--- config.mk ---
export PLATFORM = sky130hd
export DESIGN_NAME = adrv9001_spi_master
export DESIGN_NICKNAME = d
export VERILOG_FILES = /design/src/rtl/adrv9001_spi_master.sv
export SDC_FILE = /design/constraint.sdc
export NUM_CORES = 1
export LEC_CHECK = 0
export CORE_MARGIN = 3
export CORE_UTILIZATION = 40
export DETAILED_ROUTE_END_ITERATION = 8
export SLEW_MARGIN = 0
export SYNTH_ARGS = -nofsm -noshare
export SYNTH_HDL_FRONTEND = slang
export SYNTH_SLANG_ARGS = --single-unit
export TNS_END_PERCENT = 20
--- constraint.sdc ---
create_clock -name clk -period 3.41 [get_ports clk]
set_input_delay 1.023 -clock clk [delete_from_list [all_inputs] [get_ports clk]]
set_output_delay 1.023 -clock clk [all_outputs]
set_load 0.02 [all_outputs]
--- src/rtl/adrv9001_spi_master.sv ---
// Byte-stream SPI master (mode 0, MSB first) for the ADRV9001 control port.
// Ports: clk/rst; s_axis byte+enable in (1-deep TX buffer); m_axis RX FIFO out;
// spi_csn/spi_clk/spi_mosi/spi_miso; busy status; sticky rx_overflow.
module adrv9001_spi_master #(
  parameter int CLK_DIV  = 4,
  parameter int RX_DEPTH = 16
) (
  input  logic       clk,
  input  logic       rst,
  input  logic [7:0] s_axis_tdata,
  input  logic       s_axis_tvalid,
  input  logic       s_axis_enable,
  output logic       s_axis_tready,
  output logic [7:0] m_axis_tdata,
  output logic       m_axis_tvalid,
  input  logic       m_axis_tready,
  output logic       spi_csn,
  output logic       spi_clk,
  output logic       spi_mosi,
  input  logic       spi_miso,
  output logic       busy,
  output logic       rx_overflow
);

  localparam int AW = $clog2(RX_DEPTH);
  localparam logic [7:0] DIV_M1 = 8'(CLK_DIV - 1);
  localparam logic [AW:0] FULL_CNT = (AW+1)'(RX_DEPTH);

  typedef enum logic [2:0] {
    IDLE, SETUP, HIGH, LOW, GAP, HOLD, IDLE_GAP
  } state_t;

  state_t     state;
  logic [7:0] cnt;
  logic [3:0] bits;
  logic [7:0] tx_shift;
  logic [7:0] rx_shift;
  logic       cur_en;
  logic       tx_full;
  logic [7:0] tx_data;
  logic       tx_en;
  logic       tick;
  logic       tx_pop;
  logic       rx_push;

  assign tick    = (cnt == DIV_M1);
  assign tx_pop  = tx_full && (state == IDLE || state == GAP);
  // 8th falling edge: rx_shift already holds the full byte
  assign rx_push = (state == HIGH) && tick && (bits == 4'd7);

  assign s_axis_tready = ~tx_full;
  assign busy          = (state != IDLE) | tx_full;

  always_ff @(posedge clk or posedge rst) begin
    if (rst) begin
      tx_full <= 1'b0;
      tx_data <= '0;
      tx_en   <= 1'b0;
    end else if (tx_pop) begin
      tx_full <= 1'b0;
    end else if (s_axis_tvalid && !tx_full) begin
      tx_full <= 1'b1;
      tx_data <= s_axis_tdata;
      tx_en   <= s_axis_enable;
    end
  end

  always_ff @(posedge clk or posedge rst) begin
    if (rst) begin
      state    <= IDLE;
      cnt      <= '0;
      bits     <= '0;
      tx_shift <= '0;
      rx_shift <= '0;
      cur_en   <= 1'b0;
      spi_csn  <= 1'b1;
      spi_clk  <= 1'b0;
      spi_mosi <= 1'b0;
    end else begin
      cnt <= tick ? 8'd0 : cnt + 8'd1;
      unique case (state)
        IDLE, GAP: begin
          cnt <= '0;
          if (state == IDLE) begin
            spi_csn <= 1'b1;
            spi_clk <= 1'b0;
          end
          if (tx_full) begin
            tx_shift <= tx_data;
            spi_mosi <= tx_data[7];
            cur_en   <= tx_en;
            bits     <= '0;
            spi_csn  <= 1'b0;
            state    <= SETUP;
          end
        end
        SETUP: if (tick) begin
          spi_clk  <= 1'b1;
          rx_shift <= {rx_shift[6:0], spi_miso};
          state    <= HIGH;
        end
        HIGH: if (tick) begin
          spi_clk <= 1'b0;
          bits    <= bits + 4'd1;
          state   <= LOW;
          if (bits != 4'd7) begin
            tx_shift <= tx_shift << 1;
            spi_mosi <= tx_shift[6];
          end
        end
        LOW: if (tick) begin
          if (bits == 4'd8) begin
            state <= cur_en ? GAP : HOLD;
          end else begin
            spi_clk  <= 1'b1;
            rx_shift <= {rx_shift[6:0], spi_miso};
            state    <= HIGH;
          end
        end
        HOLD: if (tick) begin
          spi_csn <= 1'b1;
          state   <= IDLE_GAP;
        end
        IDLE_GAP: if (tick) state <= IDLE;
        default: state <= IDLE;
      endcase
    end
  end

  logic [7:0]  mem [RX_DEPTH];
  logic [AW-1:0] wptr;
  logic [AW-1:0] rptr;
  logic [AW:0] count;
  logic        empty;
  logic        full;
  logic        pop;
  logic        push_ok;

  assign empty   = (count == '0);
  assign full    = (count == FULL_CNT);
  assign pop     = m_axis_tready & ~empty;
  // a pop in the same cycle frees the slot the push needs
  assign push_ok = rx_push & (~full | pop);

  assign m_axis_tvalid = ~empty;
  assign m_axis_tdata  = empty ? 8'd0 : mem[rptr];

  always_ff @(posedge clk) begin
    if (push_ok) mem[wptr] <= rx_shift;
  end

  always_ff @(posedge clk or posedge rst) begin
    if (rst) begin
      wptr        <= '0;
      rptr        <= '0;
      count       <= '0;
      rx_overflow <= 1'b0;
    end else begin
      if (push_ok) wptr <= wptr + AW'(1);
      if (pop)     rptr <= rptr + AW'(1);
      unique case ({push_ok, pop})
        2'b10:   count <= count + (AW+1)'(1);
        2'b01:   count <= count - (AW+1)'(1);
        default: count <= count;
      endcase
      if (rx_push && full && !pop) rx_overflow <= 1'b1;
    end
  end

endmodule

==> flow_metrics.env, run 1 <==
export IMPL_status="complete, no violations"
export IMPL_wl_met1_um=6970
export IMPL_drt_iter0_drc=295
export IMPL_vias_per_cell=5.16
export IMPL_grt_pass1_vias=4369
export IMPL_core_um2=18900
export IMPL_die_x_um=145
export IMPL_synthToLayoutAreaGrowth_pct=18.3
export IMPL_slowest_delay_ns=0.52
export IMPL_antenna_found_initial=0
export IMPL_synth_top_area_share_pct=49.6
export IMPL_setup_ws_ns=0.127
export IMPL_crit_arrival_ns=2.26
export IMPL_synth_xor_area_share_pct=1.81
export IMPL_fin_crit_ns=3.28
export IMPL_ys_warn_count=0
export IMPL_synthAdderAreaFrac_pct=2.03
export IMPL_tightest_slew_ns=0.688
export IMPL_placed_cell_area_um2=8460
export IMPL_firstDrtPassIters=4
export IMPL_clockBufferDepth=2
export IMPL_place_ws_ns=0.215
export IMPL_leakagePower_nw=3.35
export IMPL_hold_path_class="reg -> reg"
export IMPL_topRoutingLayerUsed="met4"
export IMPL_cts_sinks=186
export IMPL_power_density_nw_per_um2=654
export IMPL_slowest_stage="mux4_2"
export IMPL_io_pins=29
export IMPL_final_area_um2=9170
export IMPL_rsz0062_at_grt="no"
export IMPL_yosysTopAreaCell="edfxtp_1"
export IMPL_drive_above_1_share_pct=23.5
export IMPL_synth_net_count=489
export IMPL_port_buffers=28
export IMPL_cts_buffers_inserted=17
export IMPL_final_nets=537
export IMPL_cp_max_fo=17
export IMPL_drv_slew=0
export IMPL_num_rows=50
export IMPL_worst_ir_drop_vdd_mv=0.397
export IMPL_cp_cell_sequence="buf_12 -> mux4_2 -> mux2i_2 -> o22ai_1 -> dlygate4sd2_1"
export IMPL_start_kind="register"
export IMPL_end_kind="output pin"
export IMPL_finalCritPeriodShare_pct=96.3
export IMPL_synthMuxAreaShare_pct=15.6
export IMPL_initial_utilization_pct=41.0
export IMPL_max_freq_mhz=305
export IMPL_setup_worst_path_class="reg -> out"
export IMPL_gp_congestion=0.765
export IMPL_htreeDepth=4
export IMPL_wl_per_cell_um=19.1
export IMPL_syn_cell_area_um2=7750
export IMPL_path_clk_slew_ns=0.07
export IMPL_post_route_util_pct=48.5
export IMPL_finalWirelength_um=15000
export IMPL_setup_violations=0
export IMPL_synthFlopType="edfxtp_1"
export IMPL_yosys_top_cells_area="edfxtp_1 (50%), dfrtp_1 (18%), mux4_2 (9.3%)"
export IMPL_ys_async_sr_fraction_pct=31.2
export IMPL_stdcell_count=784
export IMPL_cts_tree="done"
export IMPL_hold_viol_final=0
export IMPL_track_usage_pct=15.2
export IMPL_fin_setup_tns_ns=0
export IMPL_synth_edff_count=128
export IMPL_synth_simple_area_share_pct=6.52
export IMPL_syn_avg_cell_area_um2=16.7
export IMPL_wl_met2_um=7350
export IMPL_slew_headroom_pct=54.1
export IMPL_insertedDiodeCount=0
export IMPL_syn_inst=463
export IMPL_dp_hpwl_um=9690
export IMPL_place_inst=751
export IMPL_grt_pass1_wl_um=24800
export IMPL_ant_nets=0
export IMPL_grt_max_degree=37
export IMPL_cts_root_buf="clkbuf_16"
export IMPL_vias=4048
export IMPL_clkLatencyLatePin_ns=0.43
export IMPL_overflow=0
export IMPL_synth_seq_cells=186
export IMPL_drc_errors=0
export IMPL_ys_types=52
export IMPL_skew_ns=0.00904
export IMPL_seq_area_frac_synth_pct=68.4
export IMPL_synth_compound_area_share_pct=3.99
export IMPL_met3WireLength_um=572
export IMPL_synth_top_family_by_area="multiplexers"
export IMPL_dieArea_um2=21100
export IMPL_max_cap_violations=0
export IMPL_die_height_um=145
export IMPL_hold_buffers=0
export IMPL_required_ns=2.39
==> Yosys cell counts (2+ instances only) <==
library cell  instances
ha_1                 11
nand3_1              12
nand2b_1              4
o21a_1                2
nand4_1               4
a21o_1                5
o21ai_1               3
a31oi_1               2
xnor2_1               9
nand2_1              21
mux2i_1              24
edfxtp_1            128
nor3_1                5
nor2_1               19
mux4_2               32
clkbuf_1              7
xor2_1                7
dfrtp_1              57
mux2_2               21
inv_1                13
and2_1                4
o22ai_1               9
buf_2                 8
and3b_1               2
o21ai_0              14
buf_1                 2
nor3b_1               2
nand3_2               2
nor4_1                2
and3_1                6
nor3b_2               2
a21oi_1               4
==> power by group <==
part           leakage, nW  internal (mW)  switching [mW]
Combinational         1.10          0.302           0.279
Sequential            1.92           2.81           0.345
Clock                0.328           1.40           0.864
Total                 3.35           4.51            1.49
==> flip-flops by register name (all words and copies together) (netlist names) <==
signal and cells:
tx_data 8, spi_csn 1, rx_overflow 1, mem 128, tx_en 1, wptr 4
tx_full 1, rptr 4, cur_en 1, cnt 8, state 3, rx_shift 8
spi_mosi 1, count 5, bits 4, spi_clk 1, tx_shift 7
==> area by class of cell <==
cell class | instances | area (µm²)
multi-input combinational | 246 | 2340
clock buffer | 18 | 429
tap | 260 | 325
sequential | 186 | 5300
fill | 1581 | 9730
clock inverter | 14 | 260
timing repair buffer | 47 | 463
inverter | 13 | 48.8
==> cell families after synthesis <==
logic type / after synthesis
AO/OA/AOI/OAI: 47
XOR/XNOR: 16
adder cells (fa/ha/maj): 12
buffers and inverters: 31
flip-flops: 186
multiplexers: 78
AND/OR/NAND/NOR: 93
==> final timing paths <==
kind	startpoint	to	slack (ns)	cells after the start
max	rptr[0]	m_axis_tdata[3]	0.13	5
min	rx_overflow	rx_overflow	0.46	1
max reg2reg	cnt[0]	count[4]	0.55	11
min reg2reg	rx_overflow	rx_overflow	0.46	1
max in group asynchronous	rst	spi_csn	1.79	3
min in group asynchronous	rst	rx_shift[3]	0.97	2
==> routing by layer <==
| metal | vias up | GRT usage, % |
|---|---|---|
| li1 | 1876 | - |
| met1 | 2093 | 21.4 |
| met2 | 73 | 23.8 |
| met3 | 6 | 3.84 |
| met4 | 0 | 4.04 |
| met5 | - | 0 |
==> critical path, delay by kind of cell (launching register included) <==
kind / cells / cell delay, ns
AO/OA/AOI/OAI: 1 / 0.15
buffers and inverters: 2 / 0.56
multiplexers: 2 / 0.69
flip-flops: 1 / 0.43
==> metrics by stage <==
step           hold slack, ns  total power [mW]
3_5_place_dp            0.446              3.80
6_report                0.457              6.00
2_1_floorplan           0.447              3.52
3_3_place_gp            0.441              3.75
4_1_cts                 0.465              6.06
5_1_grt                 0.493              6.28
==> timing repair <==
| action | in CTS | in global routing |
|---|---|---|
| resized for setup | 10 | 4 |
| buffers inserted | 0 | 1 |
| setup endpoints to repair | 8 | 8 |
==> cell usage in the layout (no fill, tap or decap), types with 5 or more instances in the layout <==
cell type / Yosys / final
clkdlybuf4s50_1: 0 / 20
nand3_1: 12 / 12
buf_4: 1 / 15
dfrtp_1: 57 / 56
xnor2_1: 9 / 9
and3_1: 6 / 6
inv_1: 13 / 12
clkbuf_16: 0 / 17
mux2i_1: 24 / 21
nor3_1: 5 / 5
mux4_2: 32 / 32
dlygate4sd2_1: 0 / 8
xor2_1: 7 / 7
mux2_2: 21 / 21
bufinv_16: 0 / 6
o21ai_0: 14 / 14
o22ai_1: 9 / 9
ha_1: 11 / 11
a21o_1: 5 / 5
nand2_1: 21 / 20
nor2_1: 19 / 19
edfxtp_1: 128 / 128
(Power assumes the default switching activity.)
==> run 2: changes to the inputs <==
Clock period 3.41 ns to 3.1 ns, I/O delays scaled along.
==> flow_metrics.env, run 2 (synthesis results as in run 1) <==
export IMPL_setup_worst_path_class="reg -> out"
export IMPL_hold_viol_final=0
export IMPL_finalCritPeriodShare_pct=97.6
export IMPL_start_kind="register"
export IMPL_overflow=0
export IMPL_end_kind="output pin"
export IMPL_initial_utilization_pct=41.0
export IMPL_max_cap_violations=0
export IMPL_cts_tree="done"
export IMPL_whs_ns=0.477
export IMPL_ant_nets=0
export IMPL_grt_max_degree=59
export IMPL_most_common_layout_cells="edfxtp_1 (128), dfrtp_1 (56), mux4_2 (32)"
export IMPL_cts_root_buf="clkbuf_16"
export IMPL_final_nets=556
export IMPL_htreeDepth=4
export IMPL_leakagePower_nw=3.44
export IMPL_largest_register="mem"
export IMPL_hold_path_class="reg -> reg"
export IMPL_drc_errors=0
export IMPL_status="complete, no violations"
export IMPL_setup_violations=0
export IMPL_die_x_um=145
export IMPL_cts_sinks=186
export IMPL_die_height_um=145
export IMPL_io_pins=29
export IMPL_gp_congestion=0.760
export IMPL_finalWirelength_um=15200
export IMPL_required_ns=2.17
export IMPL_slew_headroom_pct=53.4
export IMPL_post_route_util_pct=49.3
export IMPL_tightest_slew_ns=0.699
export IMPL_drv_slew=0
export IMPL_clkLatencyLatePin_ns=0.43
export IMPL_rsz0062_at_grt="yes"
export IMPL_synthToLayoutAreaGrowth_pct=20.3
export IMPL_crit_arrival_ns=2.10
export IMPL_num_rows=50
export IMPL_dieArea_um2=21100
export IMPL_core_um2=18900
export IMPL_cts_buffers_inserted=17
export IMPL_firstDrtPassIters=4
export IMPL_layout_commonest_cell="edfxtp_1"
export IMPL_clockBufferDepth=2
export IMPL_largest_register_ffs=128
export IMPL_wl_per_cell_um=19.0
export IMPL_vias_per_cell=5.16
export IMPL_vias=4141
export IMPL_max_freq_mhz=330
export IMPL_worst_ir_drop_vdd_mv=0.428
export IMPL_drt_iter0_drc=225
export IMPL_power_density_nw_per_um2=677
export IMPL_port_buffers=28
export IMPL_cp_max_fo=5
export IMPL_drive_above_1_share_pct=28.5
export IMPL_insertedDiodeCount=0
export IMPL_skew_ns=0.0135
export IMPL_antenna_found_initial=0
export IMPL_track_usage_pct=15.3
export IMPL_grt_pass1_wl_um=24900
export IMPL_dp_hpwl_um=9920
export IMPL_path_clk_slew_ns=0.07
export IMPL_grt_pass1_vias=4416
export IMPL_fin_crit_ns=3.03
export IMPL_hold_buffers=0
## run 2: changes by cell type in the layout (fill, tap and decap cells not counted), sizes merged
| cell | before | now |
|---|---|---|
| buf | 19 | 45 |
| bufinv | 6 | 1 |
| clkbuf | 18 | 19 |
| clkdlybuf4s50 | 20 | 19 |
| clkinv | 1 | 6 |
| clkinvlp | 2 | 0 |
| dlygate4sd2 | 8 | 0 |
| dlymetal6s2s | 0 | 1 |
| inv | 18 | 20 |
## run 2: layout make-up
type | instances | area (µm²)
multi-input cells | 246 | 2390
fillers | 1593 | 9580
clock buffers | 18 | 429
repair buffers | 66 | 649
clock inverters | 14 | 178
well taps | 260 | 325
inverters | 13 | 48.8
flip-flops and latches | 186 | 5300
## run 2: power by group
| group | switching (mW) | internal, mW |
|---|---|---|
| sequential | 0.381 | 3.09 |
| clock | 1.02 | 1.16 |
| combinational | 0.314 | 0.346 |
## run 2: timing repair
| action | in CTS | in global routing |
|---|---|---|
| gates resized for setup | 43 | 9 |
| endpoints found under the setup margin | 8 | 10 |
| buffers inserted | 5 | 0 |
| pin swaps | 0 | 1 |
| cloned | 2 | 0 |
## run 2: layer usage
metal | share of wire [%] | track usage, % | vias up
met5 | 0 | 0 | -
li1 | - | - | 1917
met1 | 46 | 20.4 | 2156
met2 | 50 | 25.8 | 62
met3 | 3.2 | 3.53 | 6
met4 | 0.51 | 3.56 | 0
## run 2: worst paths after layout
check | slack, ns | cells past startpoint | end | from
min in group asynchronous | 0.88 | 3 | rx_shift[7] | rst
max in group asynchronous | 1.90 | 3 | spi_csn | rst
max | 0.07 | 7 | m_axis_tdata[6] | rptr[0]
min reg2reg | 0.48 | 1 | cnt[0] | cnt[0]
min | 0.48 | 1 | cnt[0] | cnt[0]
max reg2reg | 0.28 | 10 | count[4] | count[0]
## run 2: critical path: stages (launching register included)
cell and delay [ns]:
dfrtp_2 0.38, buf_6 0.13, buf_12 0.13, buf_12 0.11
mux4_2 0.48, mux2i_1 0.18, o22ai_1 0.11, buf_4 0.16
## run 2: per-stage QoR
stage / worst slack [ns] / power (mW) / std cells / TNS, ns / cell area, µm²
3_3_place_gp: 0.0772 / 4.14 / 765 / 0 / 8590
4_1_cts: -0.0642 / 6.39 / 804 / -0.0642 / 9310
3_5_place_dp: 0.0250 / 4.20 / 765 / 0 / 8590
2_1_floorplan: 0.464 / 3.87 / 463 / 0 / 7750
5_1_grt: -0.00550 / 6.61 / 803 / -0.00596 / 9320
6_report: 0.0732 / 6.31 / 803 / 0 / 9320
